**config.mk**
```make
export PLATFORM = sky130hd
export DESIGN_NAME = amo_mem_arbiter
export DESIGN_NICKNAME = d
export VERILOG_FILES = /design/src/rtl/amo_mem_arbiter.sv
export SDC_FILE = /design/constraint.sdc
export NUM_CORES = 1
export LEC_CHECK = 0
export BUFFER_PORTS_ARGS = -buffer_cell sky130_fd_sc_hd__buf_2
export CELL_PAD_IN_SITES_DETAIL_PLACEMENT = 1
export CELL_PAD_IN_SITES_GLOBAL_PLACEMENT = 2
export CORE_MARGIN = 1
export CORE_UTILIZATION = 22
export DETAILED_ROUTE_END_ITERATION = 8
export PLACE_DENSITY = 0.87
export SLEW_MARGIN = 20
export SYNTH_ARGS = -nofsm -noshare
export SYNTH_HDL_FRONTEND = slang
export SYNTH_SLANG_ARGS = --single-unit
```
**constraint.sdc**
```tcl
create_clock -name i_clk -period 2.5 [get_ports i_clk]
set_input_delay 0 -clock i_clk [delete_from_list [all_inputs] [get_ports i_clk]]
set_output_delay 0 -clock i_clk [all_outputs]
set_load 0.02 [all_outputs]
```
**src/rtl/amo_mem_arbiter.sv**
```systemverilog
// amo_mem_arbiter: round-robin arbiter sequencing load/store/LR/SC from N harts onto one memory port and reservation table
module amo_mem_arbiter #(
  parameter int ADDR_WIDTH = 32,
  parameter int DATA_WIDTH = 32,
  parameter int N_IDS = 2,
  localparam int ID_W = (N_IDS > 1) ? $clog2(N_IDS) : 1
) (
  input  logic                         i_clk,
  input  logic                         i_rst,
  input  logic [N_IDS-1:0]             i_req,
  input  logic [2*N_IDS-1:0]           i_op,
  input  logic [ADDR_WIDTH*N_IDS-1:0]  i_addr,
  input  logic [DATA_WIDTH*N_IDS-1:0]  i_wdata,
  output logic [N_IDS-1:0]             o_ack,
  output logic [DATA_WIDTH-1:0]        o_rdata,
  output logic                         o_mem_req,
  output logic                         o_mem_we,
  output logic [ADDR_WIDTH-1:0]        o_mem_addr,
  output logic [DATA_WIDTH-1:0]        o_mem_wdata,
  input  logic                         i_mem_ack,
  input  logic [DATA_WIDTH-1:0]        i_mem_rdata,
  output logic                         o_tbl_wr_en,
  output logic                         o_tbl_set_res,
  output logic                         o_tbl_check_res,
  output logic [ID_W-1:0]              o_tbl_id,
  output logic [ADDR_WIDTH-1:0]        o_tbl_addr,
  input  logic                         i_tbl_gnt
);
  typedef enum logic [1:0] {IDLE, CHECK, MEM, RESP} state_e;
  localparam logic [ID_W:0] NK = (ID_W+1)'(N_IDS);
  localparam logic [ID_W-1:0] LAST = ID_W'(N_IDS - 1);
  state_e state_q, state_d;
  logic [ID_W-1:0] rr_ptr_q, rr_ptr_d, id_q, id_d, gid;
  logic [1:0] op_q, op_d, gop;
  logic [ADDR_WIDTH-1:0] addr_q, addr_d;
  logic [DATA_WIDTH-1:0] wdata_q, wdata_d, rdata_q, rdata_d;
  logic [ID_W:0] k;
  logic found;
  always_comb begin
    found = 1'b0;
    gid = '0;
    k = '0;
    for (int i = 0; i < N_IDS; i++) begin
      k = {1'b0, rr_ptr_q} + (ID_W+1)'(i);
      k = (k >= NK) ? k - NK : k;
      if (!found && i_req[k[ID_W-1:0]]) begin
        found = 1'b1;
        gid = k[ID_W-1:0];
      end
    end
  end
  assign gop = i_op[{gid, 1'b0} +: 2];
  always_comb begin
    state_d = state_q;
    rr_ptr_d = rr_ptr_q;
    id_d = id_q;
    op_d = op_q;
    addr_d = addr_q;
    wdata_d = wdata_q;
    rdata_d = rdata_q;
    case (state_q)
      IDLE: if (found) begin
        id_d = gid;
        op_d = gop;
        addr_d = i_addr[gid*ADDR_WIDTH +: ADDR_WIDTH];
        wdata_d = i_wdata[gid*DATA_WIDTH +: DATA_WIDTH];
        rr_ptr_d = (gid == LAST) ? '0 : gid + 1'b1;
        state_d = (gop == 2'b11) ? CHECK : MEM;
      end
      // a lost reservation answers 1 without touching memory
      CHECK: begin
        state_d = i_tbl_gnt ? MEM : RESP;
        rdata_d = i_tbl_gnt ? '0 : DATA_WIDTH'(1);
      end
      MEM: if (i_mem_ack) begin
        state_d = RESP;
        rdata_d = op_q[0] ? '0 : i_mem_rdata;
      end
      RESP: state_d = IDLE;
      default: state_d = IDLE;
    endcase
  end
  always_ff @(posedge i_clk or posedge i_rst) begin
    if (i_rst) begin
      state_q <= IDLE;
      rr_ptr_q <= '0;
      id_q <= '0;
      op_q <= '0;
      addr_q <= '0;
      wdata_q <= '0;
      rdata_q <= '0;
    end else begin
      state_q <= state_d;
      rr_ptr_q <= rr_ptr_d;
      id_q <= id_d;
      op_q <= op_d;
      addr_q <= addr_d;
      wdata_q <= wdata_d;
      rdata_q <= rdata_d;
    end
  end
  assign o_ack = (state_q == RESP) ? (N_IDS'(1) << id_q) : '0;
  assign o_rdata = (state_q == RESP) ? rdata_q : '0;
  assign o_mem_req = state_q == MEM;
  assign o_mem_we = o_mem_req & op_q[0];
  assign o_mem_addr = addr_q;
  assign o_mem_wdata = wdata_q;
  assign o_tbl_wr_en = o_mem_req & i_mem_ack & op_q[0];
  assign o_tbl_set_res = o_mem_req & i_mem_ack & (op_q == 2'b10);
  assign o_tbl_check_res = state_q == CHECK;
  assign o_tbl_id = id_q;
  assign o_tbl_addr = addr_q;
endmodule

```
==> metrics.txt, run 1 <==
worst slack at placement 0.534 ns; # DRC 0; maximum vdd drop 0.493 mV; drt wl/cell 17.5 µm; Post-DP Area 6440 µm²; vias 5025; cell area after layout 8410 µm²; Post-Synth XOR/XNOR Area 0%; pwr dens 1180 nW/µm²; Layout area overhead 73.0%; Slew HR 61.1%; grt ovf 0; most common cell after layout, fill and taps aside buf_2; GPL Wtd Cong 0.708; row count 54; largest net degree at the start of global routing 103; Post-Synth Adder-Cell Area 1.29%; area fraction in compound gates after synthesis 29.0%; Core ar. 21800 µm²; syn nets 581; sequential share of the synthesized area 52.5%; Hold WC Path Type in2reg; CP required 2.73 ns; ratio of cells with drive above 1 in the final layout 40.2%; fin nets 1010; clk slew on worst S/H paths 0.07 ns; final clock skew 0.0114 ns; DRT antenna net count 0; Post-Synth Simple-Gate Area 6.67%; # port buffers 305; status finished clean; static leakage 0.00473 µW; clk buf depth 2; commonest cells after routing, fill and taps aside buf_2 (305), dlygate4sd3_1 (164), dfrtp_1 (102); Worst Tran Pin Value 0.583 ns; cell area after synthesis 4860 µm²; PnR worst setup slack 0.187 ns; die height 151 µm; hold_sp i_addr[16]; antenna violations before repair 0; n_diodes 0; Clock Tree Root clkbuf_16; utilization after layout 38.6%; RSZ-0062 raised after global routing no; Post-Route WL 19.6 mm; flops & latches, synth 102; main combinational cell family by area after synthesis compound AO/OA/AOI/OAI gates; vias in the first global route 5431; min Tclk post-route 2.31 ns; die width 151 µm; clock sinks 102; DR iter-0 viols 165; clk_lat worst skew 0.35 ns; TritonCTS clock tree built; via-per-instance ratio 4.49; Final period util 92.5%; die area 22700 µm²; CTS H-tree lvls 3; final setup fails 0; R2R Path Start state_q[0]; Pins Over Slew Limit 0; crit path max fanout 11; average size of a mapped cell 12.0 µm²; Netlist cell types 29; fmax 0.432 GHz; crit start category flip-flop; Crit. End Element flip-flop; mux contribution to synthesized area 0.927%; Critical Path AT 2.54 ns; Initial Utilization 22.3%; maxcap violations 0; CTS buffer count 9; first-pass GRT wire length 29.1 mm; Tot GR Track Use 16.6%; Final Hold Fails 0; critical path launch point state_q[0]; Yosys warning count 0; first-pass iteration count of the detailed router 4; cells after synthesis 406; IO Count 306; HPWL Detailed 11.4 mm; Setup TNS Final 0 ns; kind of critical path reg2reg
-- sequential cells by signal, indices dropped and copies added (netlist names) --
| name | count |
|---|---|
| state_q | 2 |
| o_tbl_id | 1 |
| o_mem_wdata | 32 |
| rr_ptr_q | 1 |
| rdata_q | 32 |
| o_mem_addr | 32 |
| op_q | 2 |
-- worst max-delay path, cell delays in order (launching register included) --
cell           delay, ns
dfrtp_1             0.40
inv_1               0.10
ha_2                0.24
nand2_1             0.12
a21oi_4             0.04
buf_12              0.15
buf_4               0.18
a22o_1              0.24
a21o_1              0.16
dlygate4sd3_1       0.57
-- cells by family (layout without fill, tap and decap cells) --
kind of cell    count (synthesis)  in the layout
compound gates                172            172
fa+ha+maj                       5              5
buf+inv                        67            500
flops                         102            102
mux                             4              4
simple gates                   56             56
-- final timing paths --
check                                  endpoint  slack, ns  cells past startpoint
worst max-delay path            o_mem_wdata[14]       0.19                      9
worst min-delay path             o_mem_addr[16]      0.008                      3
worst max register to register  o_mem_wdata[14]       0.19                      9
worst min register to register      rdata_q[14]       0.48                      2
max in group asynchronous        o_mem_wdata[0]       1.69                      4
min in group asynchronous         o_mem_addr[8]       0.38                      4
-- per-layer routing --
layer / vias to the layer above / track usage, % / share of wire [%]
met1: 2490 / 18.4 / 38
met2: 192 / 31.3 / 54
li1: 2309 / - / -
met4: 0 / 6.90 / 2.4
met3: 34 / 2.61 / 5.2
met5: - / 0 / 0
-- power by group --
group | switching (µW) | internal, µW | leakage [µW]
clock network | 658 | 808 | 0.000146
registers | 547 | 2470 | 0.00129
logic | 2930 | 2510 | 0.00329
total | 4130 | 5790 | 0.00473
-- area by class of cell --
| type | instances | area [µm²] |
|---|---|---|
| Multi-Input combinational cell | 237 | 1870 |
| Tap cell | 280 | 350 |
| Clock buffer | 11 | 243 |
| Clock inverter | 4 | 56.3 |
| Sequential cell | 102 | 2550 |
| Fill cell | 2530 | 13300 |
| Timing Repair Buffer | 480 | 3310 |
| Inverter | 5 | 22.5 |
-- synthesized netlist by cell type --
cell type	number	area, µm²
and2_4	1	8.76
mux2i_1	2	20.0
nand2_1	9	33.8
a21o_1	66	495
buf_2	7	35.0
mux2_1	1	11.3
and3b_1	1	8.76
and2b_1	1	7.51
buf_4	38	285
nor2_1	4	15.0
o21ai_2	1	8.76
a21oi_1	2	10.0
a21oi_2	1	8.76
nor2b_1	3	18.8
ha_1	5	62.6
a311oi_1	1	8.76
a2111oi_0	1	8.76
a22o_1	93	815
a311o_1	1	10.0
mux2i_2	1	13.8
inv_1	5	18.8
a21boi_4	1	18.8
and2_1	35	219
buf_6	8	90.1
and3_1	2	12.5
dfrtp_1	102	2550
a211oi_1	1	7.51
clkbuf_1	9	33.8
o21ai_0	4	20.0
-- through the flow --
stage / instances / hold slack (ns) / total power (µW)
global placement: 939 / 0.199 / 7590
finish: 1119 / 0.00793 / 9920
CTS: 1118 / 0.000795 / 9830
detailed placement: 939 / 0.203 / 7700
floorplan: 406 / 0.116 / 6450
global route: 1119 / 0.0194 / 10600
-- repair_timing --
action                                  4_1_cts  5_1_grt
resized for setup                             0        1
endpoints found under the hold margin       200        0
hold buffers                                164        0
endpoints found under the setup margin        0       23
buffers inserted                              0        1
No activity file was read; power rests on OpenSTA's default activity.
==> run 2, diff against run 1 <==
CELL_PAD_IN_SITES_GLOBAL_PLACEMENT = 1   (was 2)
CORE_UTILIZATION = 28   (was 22)
==> run 2 against run 1 <==
- non-clock buffer count decreased by 5
- sequential share of layout area increased by 0.43 points
- worst hold slack improved by 0.011 ns
- via count increased by 2.0%
- sequential cell count unchanged
- clock power about the same
- maximum frequency decreased by 2.9%
- die area decreased by 21%
- final area decreased by 1.4%
- combinational power increased by 9.6%
- global-route usage increased by 6.1 points
- critical path type unchanged
- critical endpoint is now o_mem_wdata[26]
- largest power group unchanged
==> metrics.txt, run 2 (synthesis gave the netlist of run 1 again) <==
Initial Utilization 29.0% (+6.7 points); static leakage 0.00474 µW (+0.18%); PnR worst setup slack 0.118 ns (-0.0687 ns); slowest cell on the critical path dlygate4sd3_1; sw power 4370 µW (+5.6%); # port buffers 305 (unchanged); drt wl/cell 19.6 µm (+12%); antenna violations before repair 0 (unchanged); vias 5126 (+2.0%); IO Count 306 (unchanged); via-per-instance ratio 4.86 (+8.2%); postcts setup bufs 0 (unchanged); most common cell after layout, fill and taps aside buf_2; Tot GR Track Use 22.8% (+6.1 points); Worst Tran Pin Value 0.562 ns (-0.0207 ns); fmax 0.420 GHz (-2.9%); first-pass GRT wire length 31.2 mm (+7.2%); ratio of cells with drive above 1 in the final layout 40.2% (+0.073 points); Pins Over Slew Limit 0 (unchanged); reg2reg path depth 8 (-1); kind of critical path reg2reg; hold_sp i_addr[8]; vias in the first global route 5676 (+4.5%); DRT antenna net count 0 (unchanged); clk slew on worst S/H paths 0.08 ns (about the same); clock share of power 14.1% (-0.7 points); CTS buffer count 9 (unchanged); Hold EP o_mem_addr[8]; Gate power share 56.8% (+2.0 points); sw frac 41.6% (-0.053 points); r2r setup slk 0.12 ns (-0.07 ns); crit start category flip-flop; Critical Path AT 2.67 ns (+0.13 ns); Reg2Reg Capture Point o_mem_wdata[26]; Hold WC Path Type in2reg; maximum vdd drop 0.564 mV (+15%); pwr dens 1270 nW/µm² (+7.3%); worst slack at placement 0.633 ns (+0.0994 ns); clock sinks 102 (unchanged); Final period util 95.3% (+2.7 points); Crit. End Element flip-flop; Layout area overhead 70.6%; largest net degree at the start of global routing 103 (unchanged); fin nets 1005 (-0.50%); Slew HR 62.5% (+1.4 points); HPWL Detailed 11.3 mm (-1.1%); Core ar. 16800 µm² (-23%); commonest cells after routing, fill and taps aside buf_2 (305), dlygate4sd3_1 (162), dfrtp_1 (102); utilization after layout 49.5% (+11 points); R2R Path Start state_q[1]; n_diodes 0 (unchanged); final clock skew 0.0109 ns (-0.000553 ns); first-pass iteration count of the detailed router 4 (unchanged); crit path max fanout 33 (+22); Min-Delay Path Depth 3 (unchanged); CP required 2.78 ns (+0.05 ns); CP top delay family buffers and inverters; DR iter-0 viols 212 (+28%); GPL Wtd Cong 0.719 (+1.5%); grt ovf 0 (unchanged); die width 134 µm (-11%); # DRC 0 (unchanged); Largest stage delay, worst path 0.58 ns (about the same); Hold WS 0.0191 ns (+0.0112 ns); CTS H-tree lvls 3 (unchanged); clk_lat worst skew 0.35 ns (about the same); Pint 6130 µW (+5.9%); Setup TNS Final 0 ns (unchanged); Clock Tree Root clkbuf_16; min Tclk post-route 2.38 ns (+0.0687 ns); RSZ-0062 raised after global routing no; maxcap violations 0 (unchanged); die area 17900 µm² (-21%); clk buf depth 2 (unchanged); Final Hold Fails 0 (unchanged); final setup fails 0 (unchanged); Seq pwr share 29.1% (-1.3 points); die height 134 µm (-11%); TritonCTS clock tree built; status finished clean; CP bufs+invs 3 (-1); row count 47 (-13%); Post-Route WL 20.6 mm (+5.1%); critical path launch point state_q[1]; crit-path cells inv_1 > ha_2 > nand2_1 > a21oi_4 > buf_12 > a22o_1 > a21o_1 > dlygate4sd3_1
[run 2: layout make-up]
| class | count | area (µm²) |
|---|---|---|
| inverter | 5 | 22.5 |
| timing repair buffer | 475 | 3280 |
| clock inverter | 7 | 78.8 |
| sequential | 102 | 2550 |
| tap | 220 | 275 |
| fill | 1889 | 8470 |
| clock buffer | 9 | 225 |
| multi-input combinational | 237 | 1860 |
[run 2: power groups by stage]
| stage | sequential [µW] | combinational [µW] | clock [µW] |
|---|---|---|---|
| after floorplan | 3520 | 2930 | 0 |
| after global placement | 2960 | 4550 | 0 |
| after detailed placement | 3000 | 4690 | 0 |
| after CTS | 2980 | 5730 | 1520 |
| after global routing | 3150 | 6370 | 1580 |
| final | 3060 | 5960 | 1480 |
[run 2: tightest hold or removal path: stages]
cell and delay (ns):
buf_2 0.11, a22o_1 0.14, a21o_1 0.08
[run 2: routing by layer]
metal,track usage (%),wire length (µm)
met5,0,0
met4,9.85,646
met3,4.45,941
met2,43.7,11500
met1,23.7,7560
[run 2: what timing repair did]
action | CTS | global route
hold buffers | 162 | 0
hold endpoints to repair | 200 | 0
resized for setup | 0 | 1
endpoints found under the setup margin | 0 | 55
[run 2: how the worst max path moves through the flow]
stage / cells past startpoint / slack (ns) / endpoint
global route: 8 / 0.02 / o_mem_addr[5]
global placement: 7 / 0.73 / o_mem_addr[3]
detailed placement: 7 / 0.63 / o_mem_wdata[30]
floorplan: 7 / 0.77 / rdata_q[10]
finish: 8 / 0.12 / o_mem_wdata[26]
CTS: 8 / 0.07 / o_mem_wdata[18]
[run 2: per-stage QoR]
step / total power, µW / cells / area, µm²
5_1_grt: 11100 / 1055 / 8290
4_1_cts: 10200 / 1054 / 8260
6_report: 10500 / 1055 / 8290
3_5_place_dp: 7690 / 876 / 6340
3_3_place_gp: 7510 / 876 / 6340
2_1_floorplan: 6450 / 406 / 4860
